`src/rtl/pwm_prescaler_rep.sv`:
```
// pwm_prescaler_rep: PWM prescaler with repetition counter and update-event generation.
//   Divides clk_psc_i by (psc_eff+1) into a one-cycle ck_cnt_o enable and issues uev_o
//   after (rcr+1) prescaler wraps. Preloads are buffered in shadows (pspe_i=1) or the
//   prescaler preload is used directly (pspe_i=0).
// Ports:
//   clk_psc_i      prescaler clock
//   rst_n_i        asynchronous active-low reset
//   cen_i          counter enable
//   psc_preload_i  prescaler preload (division = value+1)
//   rcr_preload_i  repetition preload (update every value+1 wraps)
//   pspe_i         preload buffering enable
//   ug_i           software update generation pulse
//   udis_i         update disable
//   uif_clr_i      clear sticky update flag
//   ck_cnt_o       counter clock-enable pulse
//   uev_o          update event pulse
//   uif_o          sticky update flag
//   psc_cnt_o      prescaler count value
//   rep_cnt_o      remaining repetitions
module pwm_prescaler_rep #(
    parameter int PSC_W = 16,
    parameter int REP_W = 8
) (
    input  logic             clk_psc_i,
    input  logic             rst_n_i,
    input  logic             cen_i,
    input  logic [PSC_W-1:0] psc_preload_i,
    input  logic [REP_W-1:0] rcr_preload_i,
    input  logic             pspe_i,
    input  logic             ug_i,
    input  logic             udis_i,
    input  logic             uif_clr_i,
    output logic             ck_cnt_o,
    output logic             uev_o,
    output logic             uif_o,
    output logic [PSC_W-1:0] psc_cnt_o,
    output logic [REP_W-1:0] rep_cnt_o
);
    logic [PSC_W-1:0] psc_cnt, psc_shadow, psc_eff, psc_cnt_nxt, psc_shadow_nxt;
    logic [REP_W-1:0] rep_cnt, rcr_shadow, rep_cnt_nxt, rcr_shadow_nxt;
    logic             ck_nxt, uev_nxt, uif_nxt, wrap, load;

    // Defaults cover ug_i and the disabled case: prescaler cleared, repetition
    // counter re-armed from its shadow, no pulses.
    always_comb begin
        psc_eff     = pspe_i ? psc_shadow : psc_preload_i;
        wrap        = psc_cnt >= psc_eff;
        psc_cnt_nxt = '0;
        rep_cnt_nxt = rcr_shadow;
        ck_nxt      = 1'b0;
        load        = 1'b0;
        if (ug_i)
            load = !udis_i;
        else if (cen_i) begin
            if (!wrap) begin
                psc_cnt_nxt = psc_cnt + 1'b1;
                rep_cnt_nxt = rep_cnt;
            end else begin
                ck_nxt = 1'b1;
                if (rep_cnt != '0)
                    rep_cnt_nxt = rep_cnt - 1'b1;
                else
                    load = !udis_i;
            end
        end
        // An update (software or repetition underflow) reloads everything from the preloads.
        if (load)
            rep_cnt_nxt = rcr_preload_i;
        psc_shadow_nxt = load ? psc_preload_i : psc_shadow;
        rcr_shadow_nxt = load ? rcr_preload_i : rcr_shadow;
        uev_nxt        = load;
        uif_nxt        = uev_nxt | (uif_o & !uif_clr_i);
    end

    always_ff @(posedge clk_psc_i or negedge rst_n_i) begin
        if (!rst_n_i) begin
            psc_cnt    <= '0;
            rep_cnt    <= '0;
            psc_shadow <= '0;
            rcr_shadow <= '0;
            ck_cnt_o   <= 1'b0;
            uev_o      <= 1'b0;
            uif_o      <= 1'b0;
        end else begin
            psc_cnt    <= psc_cnt_nxt;
            rep_cnt    <= rep_cnt_nxt;
            psc_shadow <= psc_shadow_nxt;
            rcr_shadow <= rcr_shadow_nxt;
            ck_cnt_o   <= ck_nxt;
            uev_o      <= uev_nxt;
            uif_o      <= uif_nxt;
        end
    end

    assign psc_cnt_o = psc_cnt;
    assign rep_cnt_o = rep_cnt;
endmodule

```
`config.mk`:
```
export PLATFORM = sky130hd
export DESIGN_NAME = pwm_prescaler_rep
export DESIGN_NICKNAME = d
export VERILOG_FILES = /design/src/rtl/pwm_prescaler_rep.sv
export SDC_FILE = /design/constraint.sdc
export NUM_CORES = 1
export LEC_CHECK = 0
export CAP_MARGIN = 20
export CORE_ASPECT_RATIO = 1.4
export CORE_MARGIN = 10
export CORE_UTILIZATION = 44
export DETAILED_ROUTE_END_ITERATION = 10
export PLACE_DENSITY = 0.79
export REMOVE_ABC_BUFFERS = 1
export SETUP_SLACK_MARGIN = 0.05
export SLEW_MARGIN = 20
export SYNTH_ARGS = -nofsm -noshare
export SYNTH_HDL_FRONTEND = slang
export SYNTH_SLANG_ARGS = --single-unit
```
`constraint.sdc`:
```
create_clock -name clk_psc_i -period 2.5 [get_ports clk_psc_i]
set_input_delay 0.375 -clock clk_psc_i [delete_from_list [all_inputs] [get_ports clk_psc_i]]
set_output_delay 0.375 -clock clk_psc_i [all_outputs]
set_load 0.05 [all_outputs]
```
==> results.ini, run 1 <==
[global_route]
grt_remaining_overflow=0
track_usage_pct=17.05
first_global_vias=3021
antenna_violations_before_repair=0
grt_max_degree=29
grt_first_pass_wirelength_um=14970

[run_status]
violations=negative setup slack
run_status=complete, but fails checks

[synth]
synth-compound-area-share_pct=10.86
synth_async_sr_flop_share_pct=100.0
synth_enable_flop_cells=0
synth_seq_area_share_pct=42.11
ys_warn_count=0
largest_family_of_logic_cells_by_synthesized_area=multiplexers
synth.cell_area_mm2=0.003030
post_synth_mux_area_share_pct=16.35
synthDistinctLibCells=49
netlist_instances=265
post_synth_fa_ha_maj_area_fraction_pct=7.432
synth.ff_latch_count=51
yosys.area_share.simple_pct=14.08
ys_dominant_reg_cell=sky130_fd_sc_hd__dfrtp_1
synth.avg_cell_area_um2=11.44
yosys.area_share.xor_xnor_pct=5.491

[layout]
area_growth_syn_to_layout_pct=50.99
layout.filler_cells=490
layoutNonFillerInstCount=474
final_util_pct=68.74
mostFrequentLayoutCell=sky130_fd_sc_hd__dfrtp_1
fin_area_mm2=0.004576
mostFrequentLayoutCells=51 x sky130_fd_sc_hd__dfrtp_1, 44 x sky130_fd_sc_hd__buf_4, 43 x sky130_fd_sc_hd__clkdlybuf4s50_1, 23 x sky130_fd_sc_hd__mux2_4, 17 x sky130_fd_sc_hd__nor2_4
antenna_cells=0
proportion_of_layout_cells_with_a_drive_suffix_above_1_pct=34.55
design.final.nets=431

[detailed_routing]
dr.pass1.iters=4
num_vias=2648
initialDrtViolationCount=124
routed_wl_um=9651
route.detailed.wl_per_inst_um=20.36
antenna_left=0
drt-vias-per-instance=5.586
drc_errors=0

[placed_design]
detailedPlacementHpwl_um=6373
dp.cells=449
numPortBuffers=57
placed_area_mm2=0.004014
place.gp.congestion=0.8350

[timing]
finalWorstPathRequiredPeriod_ps=2640
timing.final.max_slew_violations=0
finalSetupTns_ps=-2516
fin_crit_sh_pct=105.6
achievable_clock_frequency_mhz=378.8
timing.max_slew.rel_slack_pct=60.39
tightest_slew_ps=594.1
number_of_endpoints_with_negative_hold_slack_in_the_final_report=0
final_report_setup_violation_count=32
hold-worst-slack_ps=46.58
setup_slack_ps=-140.1
skew_ps=14.48
rsz0062_at_grt=yes

[floorplan]
start_util_pct=45.53
rows=35
dieHeight_um=118.2
fp.coreArea_mm2=0.006656
io-pin-count=58
design.die.area_mm2=0.01065
die_w_um=90.14

[clock_network]
clock_tree.htree_level_count=2
clkLatencyLatePin_ps=320
clockBufferDepth=2
clock_tree_from_tritoncts=done
cts.root.buffer_cell=sky130_fd_sc_hd__clkbuf_8
clk_pin_slew_ps=100
cts_buffers=5
numClockSinks=51
hold_bufs_at_cts=0

[critical_path]
worst-endpoint-arrival_ps=2830
worst_r2r_path_depth=9
criticalPathCategory=reg2reg
startpoint_type=flop
cp.required_ps=2690
end_kind=flop
max_fo_critical_path=6

[power]
maximum_vdd_drop_uv=331.5
p_leak_nw=1.975
power.density_mw_per_mm2=549.7

[hold_path]
worst_hold_path_type=in2async

[job]
maxCapViolations=0

where the power goes:
part | internal, W | switching (W) | leakage, nW
Sequential | 0.000939 | 0.000104 | 0.645
Clock | 0.000293 | 0.000294 | 0.0502
Combinational | 0.000461 | 0.000424 | 1.28
sequential cells by signal, indices dropped and copies added (netlist names):
register,count
uif_o,1
psc_cnt_o,16
rcr_shadow,8
rep_cnt_o,8
psc_shadow,16
ck_cnt_o,1
uev_o,1
critical path: stages, from the launching register on:
cell and delay [ps]:
sky130_fd_sc_hd__dfrtp_1 370, sky130_fd_sc_hd__mux2i_1 100, sky130_fd_sc_hd__ha_1 340, sky130_fd_sc_hd__nand4_2 130, sky130_fd_sc_hd__buf_6 150, sky130_fd_sc_hd__a211o_1 290
sky130_fd_sc_hd__o32ai_4 350, sky130_fd_sc_hd__o31a_4 280, sky130_fd_sc_hd__buf_8 160, sky130_fd_sc_hd__mux2_2 350
metrics by stage:
step,power [W],setup WS [ps]
after floorplan,0.001512,-865.5
after global placement,0.001802,-754.7
after detailed placement,0.001828,-828.3
after CTS,0.002471,-76.71
after global routing,0.002626,-262.3
final,0.002515,-140.1
logic make-up after synthesis:
logic type,after synthesis
and+or+nand+nor,77
DFF,51
AOI/OAI and AO/OA,40
muxes,39
buffers and inverters,21
xor gates and xnor gates,19
adders and majority gates,18
cell usage after synthesis, types with 2 or more instances:
cell type	count	area (µm²)
sky130_fd_sc_hd__a221o_1	7	70.07
sky130_fd_sc_hd__a21oi_1	8	40.04
sky130_fd_sc_hd__nor3_1	3	15.01
sky130_fd_sc_hd__and4_1	5	43.79
sky130_fd_sc_hd__nand2_1	8	30.03
sky130_fd_sc_hd__ha_1	18	225.2
sky130_fd_sc_hd__xnor2_1	14	122.6
sky130_fd_sc_hd__nor4_1	5	31.28
sky130_fd_sc_hd__mux2_2	4	45.04
sky130_fd_sc_hd__buf_2	2	10.01
sky130_fd_sc_hd__nand4_1	4	25.02
sky130_fd_sc_hd__and3_1	2	12.51
sky130_fd_sc_hd__nor2_1	30	112.6
sky130_fd_sc_hd__a211oi_1	6	45.04
sky130_fd_sc_hd__mux2_4	20	300.3
sky130_fd_sc_hd__or2_2	2	12.51
sky130_fd_sc_hd__o21ai_0	2	10.01
sky130_fd_sc_hd__buf_6	4	45.04
sky130_fd_sc_hd__xor2_1	5	43.79
sky130_fd_sc_hd__inv_1	12	45.04
sky130_fd_sc_hd__o31ai_1	2	15.01
sky130_fd_sc_hd__clkbuf_1	3	11.26
sky130_fd_sc_hd__nor4_2	2	25.02
sky130_fd_sc_hd__dfrtp_1	51	1276
sky130_fd_sc_hd__or4_1	2	15.01
sky130_fd_sc_hd__nand3_1	7	35.03
sky130_fd_sc_hd__mux2i_1	15	150.1
area by class of cell:
type / instances / area [µm²] / share of cell area [%]
clock buffers: 5 / 68.82 / 1.504
well taps: 92 / 115.1 / 2.516
flip-flops and latches: 51 / 1276 / 27.89
clock inverters: 2 / 37.54 / 0.8203
multi-input cells: 193 / 1851 / 40.44
inverters: 12 / 45.04 / 0.9844
repair buffers: 119 / 1182 / 25.84
routing by layer:
metal,up-vias,wire (µm),track usage (%)
met2,96,5073,30.07
met1,1308,3807,18.71
met5,-,0,0
met3,29,412,3.990
li1,1215,-,-
met4,0,357,8.283
final timing paths:
path                                      end             start  slack [ps]
worst min register to register          uif_o             uif_o         490
worst min-delay path            psc_shadow[0]           rst_n_i          50
min in group clk_psc_i          psc_shadow[0]  psc_preload_i[0]         440
worst max register to register  psc_shadow[9]    psc_shadow[14]        -140
worst max-delay path            psc_shadow[9]    psc_shadow[14]        -140
max in group asynchronous       rcr_shadow[7]           rst_n_i        1880
what timing repair did:
item | 4_1_cts | 5_1_grt
buffers inserted | 11 | 5
pin swaps | 27 | 20
resized for setup | 48 | 39
gates cloned | 2 | 1
endpoints found under the setup margin | 51 | 50
Power figures use the tool's default switching activity.
==> run 2: changes to the inputs <==
- DONT_BUFFER_PORTS: unset -> 1
- PLACE_DENSITY: 0.79 -> 0.68
==> run 2 against run 1 <==
  * The flow still finishes with violations (negative setup slack)
  * First-iteration DRC count shrank 15%
  * Sequential share of layout area grew 6.7 points
  * Via count shrank 15%
  * Fmax grew 2.8%
  * Die area is the same
  * Clock skew grew 0.52 ps
  * Register-to-register slack gained 70 ps
  * Combinational power shrank 21%
  * Critical path depth shrank 1
  * Critical path type unchanged
  * Largest power group unchanged
  * Highest routed layer unchanged
==> results.ini, run 2 (synthesis results as in run 1) <==
[layout]
mostFrequentLayoutCells=51 x sky130_fd_sc_hd__dfrtp_1, 39 x sky130_fd_sc_hd__buf_4, 25 x sky130_fd_sc_hd__nor2_1, 21 x sky130_fd_sc_hd__mux2_4, 17 x sky130_fd_sc_hd__ha_1
mostFrequentLayoutCell=sky130_fd_sc_hd__dfrtp_1
design.final.nets=360
register_area_mm2=0.001276
area_growth_syn_to_layout_pct=21.76
layout.filler_cells=592
proportion_of_layout_cells_with_a_drive_suffix_above_1_pct=33.01
fin_area_mm2=0.003690
antenna_cells=0
multi_input_comb_area_mm2=0.001709

[global_route]
grt_remaining_overflow=0
grt_max_degree=52
grt_first_pass_wirelength_um=12560
first_global_vias=2379
antenna_violations_before_repair=0
track_usage_pct=14.24

[timing]
tightest_slew_ps=538.1
finalWorstPathRequiredPeriod_ps=2569
rsz0062_at_grt=yes
skew_ps=15.00
final_report_setup_violation_count=25
achievable_clock_frequency_mhz=389.3
finalSetupTns_ps=-623.5
setup_slack_ps=-69.01
fin_crit_sh_pct=102.8
timing.max_slew.rel_slack_pct=64.05
number_of_endpoints_with_negative_hold_slack_in_the_final_report=0
timing.final.max_slew_violations=0

[power]
power.density_mw_per_mm2=634.3
power.share.combinational_pct=30.0
total_power_w=0.002340
maximum_vdd_drop_uv=433.1
p_clk_share_pct=26.2
pwr-share-seq_pct=43.8
switching_share_pct=31.34
internal-power_w=0.001607
p_leak_nw=1.649
p_sw_w=0.0007336

[run_status]
run_status=complete, but fails checks
violations=negative setup slack

[clock_network]
numClockSinks=51
clock_tree_from_tritoncts=done
clk_pin_slew_ps=100
cts.root.buffer_cell=sky130_fd_sc_hd__clkbuf_8
clockBufferDepth=2
clock_tree.htree_level_count=2
cts_buffers=5
clkLatencyLatePin_ps=310

[detailed_routing]
dr.pass1.iters=4
antenna_left=0
drc_errors=0
drt-vias-per-instance=5.540
routed_wl_um=7749
route.detailed.wl_per_inst_um=19.18
num_vias=2238
initialDrtViolationCount=105

[placed_design]
numPortBuffers=0
placed_area_mm2=0.003406
place.gp.congestion=0.9056
detailedPlacementHpwl_um=5841

[hold_path]
worst_hold_path_type=in2reg

[critical_path]
end_kind=flop
critical-path-slowest-cell=sky130_fd_sc_hd__or4_4
criticalPathCategory=reg2reg
worstPathCellList=mux2i_1 > ha_1 > nand4_2 > nor3_2 > or4_4 > o31a_4 > buf_12 > a221o_1
cp.required_ps=2690
max_fo_critical_path=13
cpLargestDelayFamily=simple AND/OR/NAND/NOR gates
worst_path_largest_cell_delay_ps=520
crit_buf_inv=1
worst-endpoint-arrival_ps=2760
startpoint_type=flop

[floorplan]
fp.coreArea_mm2=0.006656
rows=35
io-pin-count=58
dieHeight_um=118.2
design.die.area_mm2=0.01065
die_w_um=90.14
start_util_pct=45.53

[job]
maxCapViolations=0

==> run 2: cell count changes in the layout (fill, tap and decap cells not counted), moves of 3 or more <==
cell / previous run / this run
sky130_fd_sc_hd__buf_6: 9 / 5
sky130_fd_sc_hd__buf_4: 44 / 39
sky130_fd_sc_hd__dlygate4sd2_1: 12 / 0
sky130_fd_sc_hd__nor2_2: 0 / 5
sky130_fd_sc_hd__nor2_4: 17 / 1
sky130_fd_sc_hd__buf_12: 5 / 2
sky130_fd_sc_hd__clkdlybuf4s50_1: 43 / 0
sky130_fd_sc_hd__nor2_1: 14 / 25
==> run 2: final timing paths <==
path	start	end	slack, ps	depth (start not counted)
worst max register to register	psc_shadow[13]	rep_cnt_o[7]	-70	8
worst min register to register	psc_shadow[8]	psc_shadow[8]	520	1
worst max-delay path	psc_shadow[13]	rep_cnt_o[7]	-70	8
worst min-delay path	rcr_preload_i[6]	rep_cnt_o[6]	200	1
min in group asynchronous	rst_n_i	psc_cnt_o[13]	570	2
max in group asynchronous	rst_n_i	rep_cnt_o[0]	1710	2
==> run 2: layer usage <==
metal	up-vias	GRT usage [%]	wire length, µm
met1	1095	15.56	3011
met2	61	25.36	4026
met5	-	0	0
met3	13	4.243	517
met4	0	5.090	193
li1	1069	-	-
==> run 2: layout make-up <==
type,count,area share (%)
Multi-Input combinational cell,193,46.32
Sequential cell,51,34.59
Timing Repair Buffer,48,11.56
Tap cell,92,3.120
Clock buffer,6,2.238
Inverter,12,1.221
Clock inverter,2,0.9495
==> run 2: power by group through the flow <==
stage | combinational (W) | clock [W] | sequential (W)
detailed placement | 0.000641 | 0 | 0.00104
floorplan | 0.000367 | 0 | 0.00114
global placement | 0.000628 | 0 | 0.00103
CTS | 0.000679 | 0.000627 | 0.00102
finish | 0.000703 | 0.000614 | 0.00102
global route | 0.000765 | 0.000655 | 0.00104
==> run 2: timing repair <==
item / CTS / global route
pin swaps: 5 / 4
hold endpoints to repair: 51 / 0
resized for setup: 3 / 17
endpoints found under the setup margin: 32 / 49
setup buffers: 2 / 4
hold buffers: 2 / 0
==> run 2: stage by stage <==
| step | setup WS [ps] | utilization [%] | hold WS, ps | instances |
|---|---|---|---|---|
| after global placement | -158.9 | 51.17 | 81.84 | 388 |
| after floorplan | -865.5 | - | 79.41 | 256 |
| final | -69.01 | 55.43 | 200.7 | 404 |
| after CTS | -54.27 | 53.95 | 194.7 | 400 |
| after global routing | -185.7 | 55.43 | 189.8 | 404 |
| after detailed placement | -190.5 | 51.17 | 81.68 | 388 |
==> run 3: changes to the inputs <==
- CORE_UTILIZATION: 44 -> 55
- CTS_CLUSTER_SIZE: unset -> 10
- PLACE_DENSITY: 0.68 -> 0.8
==> run 3 against run 2 <==
  * The run still ends with negative setup slack left
  * Fmax down 3.1%
  * Critical path depth unchanged
  * Power up 0.80%
  * Sequential cell count unchanged
  * Die area down 16%
  * Global-route usage up 4.1 points
  * Largest power group unchanged
  * Final area up 0.10%
  * Largest cell class unchanged
  * Highest routed layer unchanged
  * Count of clock-buffer cells in the layout unchanged
  * Clock power down 0.8%
==> results.ini, run 3 (synthesis results as in run 1) <==
[layout]
mostFrequentLayoutCell=sky130_fd_sc_hd__dfrtp_1
register_area_mm2=0.001276
proportion_of_layout_cells_with_a_drive_suffix_above_1_pct=32.18
design.final.nets=365
antenna_cells=0
mostFrequentLayoutCells=51 x sky130_fd_sc_hd__dfrtp_1, 47 x sky130_fd_sc_hd__buf_4, 30 x sky130_fd_sc_hd__nor2_1, 20 x sky130_fd_sc_hd__mux2_4, 18 x sky130_fd_sc_hd__ha_1
area_growth_syn_to_layout_pct=21.88
multi_input_comb_area_mm2=0.001692
layoutNonFillerInstCount=383
layout.filler_cells=372

[detailed_routing]
dr.pass1.iters=4
initialDrtViolationCount=118
drc_errors=0
route.detailed.wl_per_inst_um=21.58
routed_wl_um=8266
antenna_left=0
num_vias=2371
drt-vias-per-instance=6.191

[global_route]
grt_first_pass_wirelength_um=12840
grt_max_degree=52
track_usage_pct=18.37
first_global_vias=2588
grt_remaining_overflow=0
antenna_violations_before_repair=0

[clock_network]
clock_tree.htree_level_count=2
clk_pin_slew_ps=100
cts.root.buffer_cell=sky130_fd_sc_hd__clkbuf_8
clkLatencyLatePin_ps=310
clock_tree_from_tritoncts=done
cts_buffers=5
clockBufferDepth=2
numClockSinks=51

[placed_design]
place.gp.congestion=0.8614
detailedPlacementHpwl_um=5714
dp.cells=362
numPortBuffers=0

[floorplan]
design.die.area_mm2=0.008921
die_w_um=82.74
dieHeight_um=107.8
io-pin-count=58
start_util_pct=57.45
fp.coreArea_mm2=0.005275
rows=31

[timing]
setup_slack_ps=-150.3
timing.max_slew.rel_slack_pct=66.47
hold-worst-slack_ps=198.5
rsz0062_at_grt=yes
final_report_setup_violation_count=33
achievable_clock_frequency_mhz=377.3
tightest_slew_ps=502.0
fin_crit_sh_pct=106.0
number_of_endpoints_with_negative_hold_slack_in_the_final_report=0
timing.final.max_slew_violations=0
finalWorstPathRequiredPeriod_ps=2650
skew_ps=12.05

[critical_path]
criticalPathCategory=reg2reg
cp.required_ps=2700
startpoint_type=flop
worst-endpoint-arrival_ps=2850
max_fo_critical_path=12
end_kind=flop

[job]
maxCapViolations=0

[power]
power.density_mw_per_mm2=638.7
p_leak_nw=1.676
total_power_w=0.002359
maximum_vdd_drop_uv=519.1

[hold_path]
worst_hold_path_type=in2reg

[run_status]
violations=negative setup slack
run_status=complete, but fails checks

run 3: cell count changes in the layout (fill, tap and decap cells not counted), moves of 2 or more:
| cell | delta |
|---|---|
| sky130_fd_sc_hd__buf_4 | +8 |
| sky130_fd_sc_hd__buf_16 | +2 |
| sky130_fd_sc_hd__nor2_1 | +5 |
| sky130_fd_sc_hd__buf_6 | -5 |
| sky130_fd_sc_hd__nor2_2 | -5 |
run 3: path summary, 6_finish.rpt:
| path | start | endpoint | slack, ps | cells after the start |
|---|---|---|---|---|
| setup reg to reg | psc_shadow[15] | rcr_shadow[5] | -150 | 8 |
| max in group asynchronous | rst_n_i | psc_shadow[15] | 1700 | 2 |
| min in group asynchronous | rst_n_i | psc_cnt_o[0] | 580 | 2 |
| hold reg to reg | psc_shadow[7] | psc_shadow[7] | 520 | 1 |
| hold / removal | psc_preload_i[12] | psc_shadow[12] | 200 | 1 |
| setup / recovery | psc_shadow[15] | rcr_shadow[5] | -150 | 8 |
run 3: per-layer routing:
layer	wire length, µm	GRT usage [%]	up-vias
li1	-	-	1080
met1	2970	19.11	1183
met2	4445	33.08	88
met3	631	5.351	20
met4	218	6.954	0
met5	0	0	-
run 3: power breakdown:
| part | internal, W | switching (W) |
|---|---|---|
| sequential | 0.000939 | 0.0000826 |
| combinational | 0.000347 | 0.000381 |
| clock | 0.000324 | 0.000285 |
| total | 0.00161 | 0.000748 |
run 3: per-stage QoR:
step           area (µm²)  setup slack [ps]  util [%]  TNS, ps
4_1_cts              3625            -99.38     68.71    -2480
3_3_place_gp         3361            -136.2     63.71    -2966
6_report             3694            -150.3     70.02    -4288
3_5_place_dp         3361            -218.2     63.71    -5092
5_1_grt              3694            -204.3     70.02    -7080
2_1_floorplan        2964            -865.5         -   -26470
run 3: layout make-up:
cell class / instances / share of cell area, %
clock inverter: 2 / 0.9485
timing repair buffer: 53 / 13.01
sequential: 51 / 34.55
clock buffer: 6 / 2.236
tap: 66 / 2.236
multi-input combinational: 193 / 45.80
inverter: 12 / 1.220
run 3: repair_timing:
| item | in CTS | in global routing |
|---|---|---|
| buffers inserted | 4 | 5 |
| gates cloned | 2 | 0 |
| hold buffers | 2 | 0 |
| pin swaps | 15 | 4 |
| resized for setup | 8 | 5 |
| endpoints found under the hold margin | 51 | 0 |
| setup endpoints to repair | 33 | 47 |
run 3: critical path, stage by stage, from the launching register on:
cell                      delay [ps]
sky130_fd_sc_hd__dfrtp_1         400
sky130_fd_sc_hd__mux2i_1         180
sky130_fd_sc_hd__ha_1            290
sky130_fd_sc_hd__nand4_2         150
sky130_fd_sc_hd__nor3_2           70
sky130_fd_sc_hd__or4_4           550
sky130_fd_sc_hd__o31a_4          440
sky130_fd_sc_hd__buf_16          180
sky130_fd_sc_hd__mux2_4          300
